## config.mk

```make
export PLATFORM = sky130hd
export DESIGN_NAME = fft_frame_buffer
export DESIGN_NICKNAME = d
export VERILOG_FILES = /design/src/rtl/fft_frame_buffer.sv
export SDC_FILE = /design/constraint.sdc
export NUM_CORES = 2
export LEC_CHECK = 0
export BUFFER_PORTS_ARGS = -buffer_cell sky130_fd_sc_hd__clkbuf_2
export CAP_MARGIN = 20
export CORE_MARGIN = 8
export CORE_UTILIZATION = 25
export CTS_BUF_LIST = sky130_fd_sc_hd__clkbuf_4
export CTS_CLUSTER_SIZE = 12
export DETAILED_ROUTE_END_ITERATION = 10
export PLACE_DENSITY = 0.36
export RECOVER_POWER = 50
export SKIP_CTS_REPAIR_TIMING = 1
export SLEW_MARGIN = 20
export SYNTH_ARGS = -nofsm -noshare
export SYNTH_HDL_FRONTEND = slang
export SYNTH_SLANG_ARGS = --single-unit
```

## constraint.sdc

```tcl
create_clock -name clk -period 5 [get_ports clk]
set_input_delay 1 -clock clk [delete_from_list [all_inputs] [get_ports clk]]
set_output_delay 1 -clock clk [all_outputs]
set_load 0.1 [all_outputs]
```

## src/rtl/fft_frame_buffer.sv

```systemverilog
// Streaming sample buffer that gathers FFT_POINTS-sample frames and hands them to a downstream FFT.
// Build macro FFT_FRAME_OVERLAP_EN selects 50% frame overlap; undefined gives back-to-back frames.
module fft_frame_buffer #(
  parameter int FFT_POINTS = 16,
  parameter int DATA_WIDTH = 24
) (
  input  logic                         clk,
  input  logic                         reset,
  input  logic signed [DATA_WIDTH-1:0] sample_in,
  input  logic                         sample_valid,
  input  logic                         fft_data_valid,
  output logic                         start_fft,
  output logic signed [DATA_WIDTH-1:0] frame_out [0:FFT_POINTS-1],
  output logic                         fft_busy,
  output logic                         frame_dropped,
  output logic [7:0]                   drop_count
);

  localparam int PTR_W = $clog2(FFT_POINTS);
  localparam int CNT_W = PTR_W + 1;
`ifdef FFT_FRAME_OVERLAP_EN
  localparam int HOP = FFT_POINTS / 2;
`else
  localparam int HOP = FFT_POINTS;
`endif
  localparam logic [PTR_W-1:0] HOP_LAST  = PTR_W'(HOP - 1);
  localparam logic [CNT_W-1:0] FILL_FULL = CNT_W'(FFT_POINTS);

  logic signed [DATA_WIDTH-1:0] buffer     [0:FFT_POINTS-1];
  logic signed [DATA_WIDTH-1:0] frame_next [0:FFT_POINTS-1];

  logic [PTR_W-1:0] wr_ptr, wr_ptr_next;
  logic [PTR_W-1:0] hop_cnt, hop_next;
  logic [CNT_W-1:0] fill_cnt, fill_next;
  logic             due, launch, drop;

  always_comb begin
    wr_ptr_next = wr_ptr + PTR_W'(1);
    hop_next    = (hop_cnt == HOP_LAST) ? '0 : hop_cnt + PTR_W'(1);
    fill_next   = (fill_cnt == FILL_FULL) ? fill_cnt : fill_cnt + CNT_W'(1);
    due         = sample_valid && (hop_cnt == HOP_LAST) && (fill_next == FILL_FULL);
    launch      = due && !fft_busy;
    // A due frame while busy is dropped even if the result returns this cycle.
    drop        = due && fft_busy;
  end

  // Oldest sample first; the entry being written this cycle is bypassed from sample_in.
  always_comb begin
    for (int k = 0; k < FFT_POINTS; k++) begin
      logic [PTR_W-1:0] idx;
      idx = wr_ptr_next + PTR_W'(k);
      frame_next[k] = (idx == wr_ptr) ? sample_in : buffer[idx];
    end
  end

  always_ff @(posedge clk) begin
    // NOTE: every register here uses <= so all reads see pre-edge values regardless of statement order.
    if (reset) begin
      wr_ptr        <= '0;
      fill_cnt      <= '0;
      hop_cnt       <= '0;
      start_fft     <= 1'b0;
      fft_busy      <= 1'b0;
      frame_dropped <= 1'b0;
      drop_count    <= '0;
      // NOTE: the sample memory is cleared too, so stale pre-reset data can never reach a frame.
      for (int k = 0; k < FFT_POINTS; k++) begin
        buffer[k]    <= '0;
        frame_out[k] <= '0;
      end
    end else begin
      start_fft     <= launch;
      frame_dropped <= drop;
      if (sample_valid) begin
        buffer[wr_ptr] <= sample_in;
        wr_ptr         <= wr_ptr_next;
        fill_cnt       <= fill_next;
        hop_cnt        <= hop_next;
      end
      if (launch) begin
        frame_out <= frame_next;
        fft_busy  <= 1'b1;
      end else if (fft_data_valid) begin
        fft_busy <= 1'b0;
      end
      if (drop && drop_count != 8'hFF) begin
        drop_count <= drop_count + 8'd1;
      end
    end
  end

endmodule

```

==> run metrics <==
run status=finished, violations left; failing checks=capacitance limit, slew limit; Period Utilization, post-route=0.902; 1st-iter DRT viols=~3700; Setup crit start=wr_ptr[0]$_SDFFE_PP0P_; register-to-register setup slack=approximately 0.5 ns; Async S/R FF share, synth=0; fin worst setup slack=0.488 ns; Seq/Total Area, Yosys=0.439; Top Metal Used=met5; Clock Pin Slew Worst Setup and Hold Paths=0.07 ns; met2 wire len=about 110000 µm; Initial DRT Pass Iterations=5; Syn. warnings=0; vias=around 35000; GRT Residual Overflow=0; setup violators final=0; HP Start=fft_data_valid; Final nets=4242; Final Hold Vio Count=0; hold path depth=3; Metal-1 WL=between 100000 and 150000 µm; Vias/cell=5.24; Yosys cell types=54; area of the multi-input gates=~24000 µm²; worst vdd ir=between 0.00015 and 0.0002 V; worst endpoint data arrival time=approximately 5.3 ns; initial antenna violation count=39; crit-path max FO=48; max-cap violation count=19; H-tree depth=4; DRT antenna net count=0; Avg WL per Cell=approximately 34 µm; PwrDens=~370 nW/µm²; layout cells sized above 1=0.330; critical path, cell by cell=buf_4 -> ha_1 -> nand2_1 -> o21ai_2 -> clkbuf_1; Placement Setup Slack=~1 ns; RR Startpoint=wr_ptr[0]$_SDFFE_PP0P_; cell type with the largest total area after synthesis=edfxtp_1; Clock Skew=around 0.15 ns; Main synth FF type=dfxtp_1; crit path kind=register to register; Max Root-Sink Buffers=3; CTS root buf=clkbuf_4; Tmin final=about 4.5 ns; wire length on met3=approximately 15000 µm; Slew @ Worst Pin=about 3.7 ns; Synth area leaders=edfxtp_1 26%, mux4_2 19%, dfxtp_1 18%, mux2i_1 6.7%, and2_1 5.7%; vias in the first global route=between 30000 and 40000; first-pass GRT wire length=a little over 300000 µm; Setup TNS=0 ns; die area=around 190000 µm²; Clk pwr share=0.344; Total Power=~19000 µW; row cnt=around 160; fraction of power spent switching nets=0.356; Initial Utilization=0.252; sequential power share=0.362; post-layout util=0.295; endpoint type of the worst setup path=register; I/O pin count=between 400 and 500; Post-Syn Area=between 40000 and 50000 µm²; CTS tree=yes; Yosys top cell area share=0.257; worst reg2reg endpoint=buffer[5][22]$_SDFFCE_PN0P_; FILL cells=18400; Max stage delay on crit path=around 2.2 ns; Syn-to-layout area delta=17.4%; number of clock sinks=about 790; gpl congestion=0.833; most instantiated cells after synthesis=411 x and2_1, 408 x dfxtp_1, 384 x edfxtp_1; core area=around 180000 µm²; Worst Hold Path EP=fft_busy$_SDFFE_PP0P_; largest net degree at the start of global routing=between 150 and 200; clk_lat worst skew=about 1.3 ns; leakage power=between 0.02 and 0.025 µW; slowest CP cell=clkbuf_1; FF+latch count, synth=792; register area=a little under 20000 µm²; worst min-delay path class=input pin to register; worst reg2reg path depth=5; Worst slew margin=-1.45; Final HPWL DP=around 160000 µm; Port Buf Inserts=around 420; WP data required=approximately 5.8 ns; switching power=6900 µW; Post-synth EDFFs=384; CTS Buf Count=approximately 240; final WL=between 200000 and 250000 µm; Cell Int Power=12500 µW; syn_nets=around 3800; GRT Overall Usage=0.228; top-count cell post-synth=and2_1; RSZ-0062 raised after global routing=no; Highest Clock Rate=~0.22 GHz; final routed DRC violation total=0; Die W=~440 µm; combinational fraction of design power=0.294; Final Max Tran Viols=398; cells after synthesis=roughly 3800; syn_area_per_cell=around 12 µm²; die height=440 µm; CP Launch Type=register
## flip-flops by register name (all words and copies together) (netlist names)
signal and cells:
hop_cnt 4, buffer 384, frame_out 384, wr_ptr 4, fft_busy 1, start_fft 1
frame_dropped 1, fill_cnt 5, drop_count 8
## cell usage in the layout, fill, tap and decap left out, types with 3 or more instances in the layout
cell type	n
clkinv_2	8
nor2b_1	72
mux2i_1	302
buf_12	16
nand4_1	5
dfxtp_1	407
a211oi_1	41
xor2_4	3
inv_1	8
nor3_1	54
nand2_1	255
clkinvlp_4	3
a21oi_1	250
mux4_2	378
or3_1	3
clkbuf_2	428
xnor2_1	6
inv_6	4
buf_4	67
clkbuf_1	22
a22o_1	246
nor2_1	187
inv_2	3
diode_2	16
clkbuf_4	381
xnor2_4	4
clkinv_1	34
o21ai_1	26
and2_1	283
a32oi_1	25
inv_8	4
edfxtp_1	384
and2_0	128
o21ai_0	170
xor2_1	5
nor2_2	4
ha_1	14
mux2_2	127
## area by class of cell
class                   count  share of cell area
well taps                2355              0.0559
repair buffers            534              0.0580
diodes                     16            0.000760
clock buffers             380              0.0541
inverters                  13             0.00112
multi-input cells        2619               0.450
flip-flops and latches    792               0.374
clock inverters            56             0.00598
## power by group through the flow
stage	Clock, µW	Combinational (µW)	Sequential (µW)
after floorplan	0	3440	7120
final	6660	5690	7010
after global routing	7210	5920	7020
after CTS	6930	5690	7000
after detailed placement	0	5680	7140
after global placement	0	5660	7140
## metrics by stage
| step | area, µm² | std cells | hold WS, ns |
|---|---|---|---|
| final | 52700 | 6765 | 0.157 |
| after global routing | 52700 | 6756 | 0.0242 |
| after CTS | 52900 | 6748 | -0.0552 |
| after detailed placement | 49700 | 6312 | 0.448 |
| after global placement | 49700 | 6312 | 0.442 |
| after floorplan | 44900 | 3790 | 0.472 |
## worst max path at each step
stage,endpoint,slack (ns),depth (start not counted)
after floorplan,buffer[12][0]$_SDFFCE_PN0P_,1.03,7
final,buffer[5][22]$_SDFFCE_PN0P_,0.49,5
after detailed placement,frame_out[1]$_SDFFE_PP0P_,0.97,10
after global routing,buffer[1][1]$_SDFFCE_PN0P_,0.39,5
after global placement,frame_out[11]$_SDFFE_PP0P_,0.97,10
after CTS,frame_out[1]$_SDFFE_PP0P_,0.91,10
## per-layer routing
layer	track usage	up-vias
met5	0	-
met4	0.0825	6
met3	0.0457	297
met2	0.363	1462
met1	0.308	18300
li1	-	15400
## cells by family after synthesis
kind of cell | share of synthesized area
AOI/OAI and AO/OA | 0.112
and+or+nand+nor | 0.115
xor gates and xnor gates | 0.00491
adders and majority gates | 0.00446
buffers and inverters | 0.0365
DFF | 0.439
muxes | 0.289
## critical path: cells and delay by family, from the launching register on
family / cells / cell delay [ns]
adders and majority gates: 1 / 0.31
and+or+nand+nor: 1 / 0.24
buffers and inverters: 2 / 2.81
DFF: 1 / 0.46
AOI/OAI and AO/OA: 1 / 0.19
No activity file was read; power rests on OpenSTA's default activity.
